===== config.mk =====
export PLATFORM = sky130hd
export DESIGN_NAME = apu_sweep_freq_gen
export DESIGN_NICKNAME = d
export VERILOG_FILES = /design/src/rtl/apu_pkg.sv /design/src/rtl/apu_down_counter.sv /design/src/rtl/apu_sweep_freq_gen.sv
export SDC_FILE = /design/constraint.sdc
export NUM_CORES = 1
export LEC_CHECK = 0
export BUFFER_PORTS_ARGS = -buffer_cell sky130_fd_sc_hd__buf_2
export CAP_MARGIN = 20
export CORE_MARGIN = 10
export CORE_UTILIZATION = 40
export CTS_CLUSTER_SIZE = 10
export DETAILED_ROUTE_END_ITERATION = 8
export SLEW_MARGIN = 20
export SYNTH_ARGS = -nofsm -noshare
export SYNTH_HDL_FRONTEND = slang
export SYNTH_SLANG_ARGS = --single-unit

===== constraint.sdc =====
create_clock -name iClk -period 4.5 [get_ports iClk]
set_input_delay 0.45 -clock iClk [delete_from_list [all_inputs] [get_ports iClk]]
set_output_delay 0.45 -clock iClk [all_outputs]
set_load 0.01 [all_outputs]

===== src/rtl/apu_pkg.sv =====
// Shared constants and types for the APU pulse-channel sweep/frequency generator.
package apu_pkg;

  localparam int unsigned DEF_PERIOD_WIDTH = 11;
  localparam int unsigned DEF_SHIFT_WIDTH  = 3;
  localparam int unsigned DEF_RATE_WIDTH   = 3;
  localparam int unsigned DEF_MIN_PERIOD   = 8;

  typedef enum logic {
    SWEEP_ADD = 1'b0,
    SWEEP_SUB = 1'b1
  } sweep_mode_e;

  // Duty sequences, indexed by duty setting then by step counter bit.
  localparam logic [0:3][7:0] DUTY_ROM = {
    8'b01000000,
    8'b01100000,
    8'b01111000,
    8'b10011111
  };

endpackage


===== src/rtl/apu_down_counter.sv =====
// Down counter that reloads on zero (or on demand) and flags expiry while enabled.
module apu_down_counter #(
  parameter int unsigned WIDTH = 8
) (
  input  logic             iClk,
  input  logic             iReset_n,
  input  logic             iEnable,
  input  logic             iForce_reload,
  input  logic [WIDTH-1:0] iReload,
  output logic             oExpire
);

  logic [WIDTH-1:0] count;

  assign oExpire = iEnable & (count == '0);

  always_ff @(posedge iClk or negedge iReset_n) begin
    if (!iReset_n) begin
      count <= '0;
    end else if (iEnable) begin
      if (oExpire | iForce_reload) count <= iReload;
      else                         count <= count - 1'b1;
    end
  end

endmodule


===== src/rtl/apu_sweep_freq_gen.sv =====
// Pulse-channel period register, sweep unit, period timer and square output.
// Optional duty sequencer enabled by defining APU_DUTY_SEQ_EN.
module apu_sweep_freq_gen
  import apu_pkg::*;
#(
  parameter int unsigned PERIOD_WIDTH = DEF_PERIOD_WIDTH,
  parameter int unsigned SHIFT_WIDTH  = DEF_SHIFT_WIDTH,
  parameter int unsigned RATE_WIDTH   = DEF_RATE_WIDTH,
  parameter int unsigned MIN_PERIOD   = DEF_MIN_PERIOD,
  parameter int unsigned NEGATE_ONES  = 0
) (
  input  logic                    iClk,
  input  logic                    iReset_n,
`ifdef APU_DUTY_SEQ_EN
  input  logic [1:0]              iDuty,
`endif
  input  logic                    iSweep_clk,
  input  logic                    iSweep_enable,
  input  logic [RATE_WIDTH-1:0]   iSweep_refresh_rate,
  input  logic                    iSweep_mode,
  input  logic [SHIFT_WIDTH-1:0]  iSweep_shift,
  input  logic                    iSweep_write,
  input  logic                    iPeriod_load,
  input  logic [PERIOD_WIDTH-1:0] iPeriod,
  output logic [PERIOD_WIDTH-1:0] oPeriod,
  output logic                    oTick,
  output logic                    oSweep_Silence,
  output logic                    oData
);

  localparam logic [PERIOD_WIDTH-1:0] MinPeriod = PERIOD_WIDTH'(MIN_PERIOD);
  localparam logic [PERIOD_WIDTH:0]   NegAdj    = (PERIOD_WIDTH+1)'(NEGATE_ONES);

  sweep_mode_e             mode;
  logic [PERIOD_WIDTH-1:0] period;
  logic [PERIOD_WIDTH-1:0] delta;
  logic [PERIOD_WIDTH:0]   sum;
  logic [PERIOD_WIDTH:0]   diff;
  logic [PERIOD_WIDTH:0]   target;
  logic                    mute;
  logic                    reload;
  logic                    divExpire;
  logic                    timerExpire;
  logic                    doSweep;

  assign mode  = sweep_mode_e'(iSweep_mode);
  assign delta = period >> iSweep_shift;
  assign sum   = {1'b0, period} + {1'b0, delta};
  assign diff  = {1'b0, period} - {1'b0, delta} - NegAdj;

  // A borrow out of the subtraction lands in the extra MSB; clamp to zero.
  always_comb begin
    target = sum;
    if (mode == SWEEP_SUB) target = diff[PERIOD_WIDTH] ? '0 : diff;
  end

  assign mute    = (period < MinPeriod) | ((mode == SWEEP_ADD) & target[PERIOD_WIDTH]);
  assign doSweep = divExpire & iSweep_enable & (iSweep_shift != '0) & ~mute;

  // A register write on the strobe cycle must count as a pending reload.
  apu_down_counter #(.WIDTH(RATE_WIDTH)) uSweepDivider (
    .iClk          (iClk),
    .iReset_n      (iReset_n),
    .iEnable       (iSweep_clk),
    .iForce_reload (reload | iSweep_write),
    .iReload       (iSweep_refresh_rate),
    .oExpire       (divExpire)
  );

  apu_down_counter #(.WIDTH(PERIOD_WIDTH)) uTimer (
    .iClk          (iClk),
    .iReset_n      (iReset_n),
    .iEnable       (1'b1),
    .iForce_reload (1'b0),
    .iReload       (period),
    .oExpire       (timerExpire)
  );

  always_ff @(posedge iClk or negedge iReset_n) begin
    if (!iReset_n) begin
      period         <= '0;
      reload         <= 1'b0;
      oSweep_Silence <= 1'b1;
      oTick          <= 1'b0;
    end else begin
      if (iPeriod_load)  period <= iPeriod;
      else if (doSweep)  period <= target[PERIOD_WIDTH-1:0];
      if (iSweep_clk)        reload <= 1'b0;
      else if (iSweep_write) reload <= 1'b1;
      oSweep_Silence <= mute;
      oTick          <= timerExpire;
    end
  end

  assign oPeriod = period;

`ifdef APU_DUTY_SEQ_EN
  logic [2:0] step;

  always_ff @(posedge iClk or negedge iReset_n) begin
    if (!iReset_n)        step <= '0;
    else if (timerExpire) step <= step - 3'd1;
  end

  assign oData = DUTY_ROM[iDuty][step];
`else
  always_ff @(posedge iClk or negedge iReset_n) begin
    if (!iReset_n)        oData <= 1'b0;
    else if (timerExpire) oData <= ~oData;
  end
`endif

endmodule

; ---- Yosys cells after proc, flatten, opt, wreduce, memory -nomap -nowiden
; Index checks and enable logic that the tools add are counted.
; W data, S select, Z words.
[word_totals]
out_inout_bits = 14
word_cells = 37
mem_bits_ro = 0
mem_bits_rw = 0
latch_bits = 0
ff_bits = 29
memories = 0
[classes]
n_bitwise = 11
magnitude_cmp = 1
mux = 8
addsub = 4
div_mod_pow = 0
mul = 0
eq_ne = 0
shift = 1
reduce_logical = 5
[op_table]
columns = cell, n
row1 = $mux W11, 4
row2 = $add A11 B11 Y12, 1
row3 = $mux W12, 1
row4 = $sub A11 B11 Y12, 1
row5 = $logic_not A11 Y1, 1
row6 = $lt A11 B4 Y1 const B, 1
row7 = $shr A11 B3 Y11, 1
row8 = $sub A11 B1 Y11 const B, 1
row9 = $and A1 B1 Y1, 5
row10 = $reduce_bool A2 Y1, 2
row11 = $logic_not A3 Y1, 1
row12 = $mux W3, 1
row13 = $not A1 Y1, 3
row14 = $or A1 B1 Y1, 3
row15 = $reduce_bool A3 Y1, 1
row16 = $sub A3 B1 Y3 const B, 1
row17 = $mux W1, 2

; ---- Longest topological paths before layout
[depth]
word_depth = 10
depth_mapped = 16

; ---- Hierarchy
; Synthesis repeated with hierarchy kept, for this count alone.
[hier_totals]
cells_unflattened = 398
area_unflattened_um2 = 3221.8
[by_module_without_submodules]
columns = mod, area_each_um2, cells_per_inst, n_inst
row1 = apu_sweep_freq_gen, 2229.6, 288, 1
row2 = apu_down_counter at uTimer, 777.0, 88, 1
row3 = apu_down_counter at uSweepDivider, 215.2, 22, 1

; ---- Worst setup path before layout
; No wires, ideal clock.
[synth_path]
kind = input-to-reg
start = input iSweep_shift[1]
end = register period[10], in the netlist oPeriod[10]
slack_ns = 0.950
setup_time_ns = 0.128
cell_stages = 13
n_path_buf = 2
required_time_ns = 4.372
t_arrival_ns = 3.421
cell_sequence = clkbuf_1 clkbuf_1 mux2i_1 a21oi_1 mux2_2 ha_1 fa_1 nor2b_1 o311ai_0 nand2_1 a221o_1 o211ai_1 o21ai_1
[synth_via]
elab_chain_len = 8
[synth_rtl]
columns = item, line
row1 = "start, declared", apu_sweep_freq_gen.sv:21  ; input logic [SHIFT_WIDTH-1:0] iSweep_shift,
row2 = $shr A11 B3 Y11, apu_sweep_freq_gen.sv:47  ; assign delta = period >> iSweep_shift;
row3 = $add A11 B11 Y12, apu_sweep_freq_gen.sv:48  ; assign sum = {1'b0, period} + {1'b0, delta};
row4 = $mux W12, apu_sweep_freq_gen.sv:54  ; if (mode == SWEEP_SUB) target = diff[PERIOD_WIDTH] ? '0 : diff;
row5 = $and A1 B1 Y1, apu_sweep_freq_gen.sv:57  ; assign mute = (period < MinPeriod) | ((mode == SWEEP_ADD) & target[PERIOD_WIDTH]);
row6 = $or A1 B1 Y1, apu_sweep_freq_gen.sv:57
row7 = $not A1 Y1, apu_sweep_freq_gen.sv:58  ; assign doSweep = divExpire & iSweep_enable & (iSweep_shift != '0) & ~mute;
row8 = $and A1 B1 Y1, apu_sweep_freq_gen.sv:58
row9 = $reduce_bool A2 Y1 (no source line), --
row10 = "end signal, assigned", apu_sweep_freq_gen.sv:86  ; if (iPeriod_load) period <= iPeriod;
row11 = "end signal, assigned", apu_sweep_freq_gen.sv:87  ; else if (doSweep) period <= target[PERIOD_WIDTH-1:0];
row12 = "end, declared", apu_sweep_freq_gen.sv:35  ; logic [PERIOD_WIDTH-1:0] period;
; Parallel ways exist; a longest one is shown, timed or not. The select of a mux whose other input is x is not followed.
; A chain may end at the register's enable or synchronous reset.

; ---- Final worst setup path
[layout_path]
start = register period[3], in the netlist oPeriod[3]
end = register period[8], in the netlist oPeriod[8]
[layout_via]
elab_chain_len = 8
[layout_rtl]
columns = item, line
row1 = $shr A11 B3 Y11, apu_sweep_freq_gen.sv:47
row2 = $add A11 B11 Y12, apu_sweep_freq_gen.sv:48
row3 = $mux W12, apu_sweep_freq_gen.sv:54
row4 = $and A1 B1 Y1, apu_sweep_freq_gen.sv:57
row5 = $or A1 B1 Y1, apu_sweep_freq_gen.sv:57
row6 = $not A1 Y1, apu_sweep_freq_gen.sv:58
row7 = $and A1 B1 Y1, apu_sweep_freq_gen.sv:58
row8 = $reduce_bool A2 Y1 (no source line), --
; Parallel ways exist; a longest one is shown, timed or not. The select of a mux whose other input is x is not followed.

==> results.md <==
* Worst Path Max Fanout at 11
* Initial Util at 41.2%
* Endpoints failing hold at 0
* Remaining Overflow, GRT at 0
* Routed WL per cell at 17.2 µm
* Pwr/cell area at 397 nW/µm²
* Core Region at 7290 µm²
* Clock Power Share at 20.3%
* Post-cts resize count at 0
* Final setup viols at 0
* First-pass GRT wire length at 14300 µm
* Clock buffer depth at 2
* Run status: completed
* Post-Syn Area at 3000 µm²
* RSZ-0062 raised after global routing: false
* Switching pwr at 0.000561 W
* Post-synthesis sequential area ratio at 24.2%
* PortBufs at 37
* First drt pass iteration count at 4
* Core Rows at 31
* Peak VDD IR at 0.123 mV
* Final WL at 8540 µm
* Crit Path Class: flop to flop
* Pint at 0.000778 W
* Startpoint types: flop
* CTS buffer count at 5
* Post-CTS setup buffer count at 0
* Hold Crit Class: input port to async pin
* Area delta synth->final at 12.2%
* Routed via count at 2790
* Kind of end point of the critical path: flop
* Number of synthesized flops with an enable pin at 0
* Antenna Nets Post-Route at 0
* Flop pwr share at 31.9%
* Clk Latency, worst-skew pair at 0.28 ns
* Register bit total from synthesis at 29
* Max-Cap Viols at 0
* Fin nets at 450
* Final min period at 3.77 ns
* Cell variety after synth at 66
* Comb power frac at 47.9%
* Largest net degree at the start of global routing at 30
* CP required at 4.66 ns
* Dpl cells at 489
* CTS tree: built
* Ratio of cells with drive above 1 in the final layout at 16.1%
* Gate Count Post-Synth at 367
* Die Height at 107 µm
* Worst Setup SP: oPeriod[3]
* Worst slew margin at 35.8%
* Final cell count without fillers at 497
* DR DRC count at 0
* Tcrit/Tclk final at 83.7%
* Number of global-route vias before repair at 2849
* Leakage at 1.51 nW
* CTS clk-pin slew, worst paths at 0.07 ns
* TNS Setup at 0 ns
* Reg2reg start: oPeriod[3]
* Die Wd at 107 µm
* Syn_nets at 420
* Clock Skew at 0.00590 ns
* Main synth FF type: dfrtp_1
* Initial antenna violation count at 0
* Syn_area_per_cell at 8.19 µm²
* FMAX at 266 MHz
* Async SR Flop Fraction at 100%
* Root buf cell: clkbuf_8
* Slew Viols, Final at 0
* Sw Ratio at 41.9%
* Post-CTS Hold Buffers at 0
* CTS Sinks at 29
* H-tree depth at 2
* Diodes inserted at 0
* Synth warn at 0
* Iter 0 DRT Violations at 213
* Worst EP arrival at 3.92 ns
* Num ports at 38
* # fillers at 770
* DP HPWL at 6640 µm
* Worst-margin pin slew at 0.956 ns
* Total GRT Usage at 15.2%
* Final GP Congestion at 0.861
* Die ar. at 11400 µm²
* Vias per cell at 5.61
-- power groups by stage --
stage	sequential (W)	clock, W	combinational, W
finish	0.000427	0.000271	0.000641
global placement	0.000432	0	0.000628
detailed placement	0.000433	0	0.000630
global route	0.000441	0.000287	0.000719
CTS	0.000428	0.000276	0.000637
floorplan	0.000417	0	0.000478
-- worst paths after layout --
kind,endpoint,slack (ns),cells past startpoint
worst max-delay path,oPeriod[8],0.73,11
worst min-delay path,uSweepDivider.count[0],0.19,1
worst max register to register,oPeriod[8],0.73,11
worst min register to register,oData,0.46,1
max in group asynchronous,oPeriod[4],3.89,1
min in group iClk,oPeriod[3],0.39,3
-- final cells by class --
type	instances	area, µm²	area share, %
tap	99	124	3.67
clock buffer	5	68.8	2.04
sequential	29	727	21.6
timing repair buffer	39	200	5.94
multi-input combinational	290	2080	61.8
clock inverter	3	46.3	1.37
inverter	32	120	3.56
-- state kept, by name, indices dropped and copies added, names as in the netlist --
| signal | flops |
|---|---|
| oPeriod | 11 |
| uTimer.count | 11 |
| uSweepDivider.count | 3 |
| oData | 1 |
| oSweep_Silence | 1 |
| oTick | 1 |
| reload | 1 |
-- layout by cell type, fill, tap and decap left out, types with 4 or more instances in the layout --
master and count:
nand2_1 41, buf_2 37, inv_1 30, a21oi_1 28, dfrtp_1 28, ha_1 27
nor2_1 18, o21ai_0 17, xnor2_1 14, o21ai_1 14, nor3_1 9, o31ai_1 8
nor2b_1 7, nand2b_1 7, or3_1 6, mux2i_1 6, and2_1 6, a31oi_1 6
nand3_1 5, a21o_1 5, clkbuf_8 5, nor4_1 4, a221o_1 4, o211ai_1 4
-- synth_stat cells (all sizes together), types with 5 or more instances --
master,n,area [µm²]
a21o,5,37.5
xnor2,14,123
o31ai,8,60.1
o21ai,31,155
mux2i,6,60.1
clkbuf,12,45.0
or3,6,37.5
a31oi,6,37.5
inv,31,116
nor2,18,67.6
a221oi,5,67.6
ha,27,338
nor3,10,55.1
dfrtp,28,701
and2,6,37.5
nor2b,7,43.8
nand2b,7,43.8
nand2,41,154
nand3,5,25.0
a21oi,29,156
nor4,5,46.3
-- stage by stage --
| step | setup slack [ns] | utilization [%] | hold slack [ns] | power [W] | cell area [µm²] |
|---|---|---|---|---|---|
| 3_3_place_gp | 0.762 | 44.6 | 0.450 | 0.00106 | 3260 |
| 5_1_grt | 0.365 | 46.2 | 0.240 | 0.00145 | 3370 |
| 3_5_place_dp | 0.708 | 44.6 | 0.453 | 0.00106 | 3260 |
| 6_report | 0.734 | 46.2 | 0.195 | 0.00134 | 3370 |
| 4_1_cts | 0.821 | 46.2 | 0.219 | 0.00134 | 3370 |
| 2_1_floorplan | 0.950 | - | 0.154 | 0.000895 | 3000 |
-- cell families after synthesis --
group / synth area share (%)
AND/OR/NAND/NOR: 19.0
AO/OA/AOI/OAI: 27.5
flip-flops: 24.2
adder cells (fa/ha/maj): 12.6
buffers and inverters: 6.41
multiplexers: 5.37
XOR/XNOR: 4.96
-- routing by layer --
metal / up-vias / routed length [µm] / GRT usage [%]
li1: 1386 / - / -
met1: 1323 / 3790 / 18.8
met2: 71 / 4190 / 25.6
met3: 10 / 454 / 3.53
met4: 0 / 112 / 4.45
met5: - / 0 / 0
-- worst max-delay path, stage by stage (launching register included) --
cell,delay (ns)
dfrtp_1,0.54
nor2b_1,0.21
a211oi_1,0.22
a21oi_1,0.06
o21ai_0,0.53
inv_1,0.10
ha_1,0.29
a2111oi_2,0.55
a21oi_4,0.15
a221o_1,0.49
a221oi_1,0.38
o31ai_1,0.11
(Power assumes the default switching activity.)
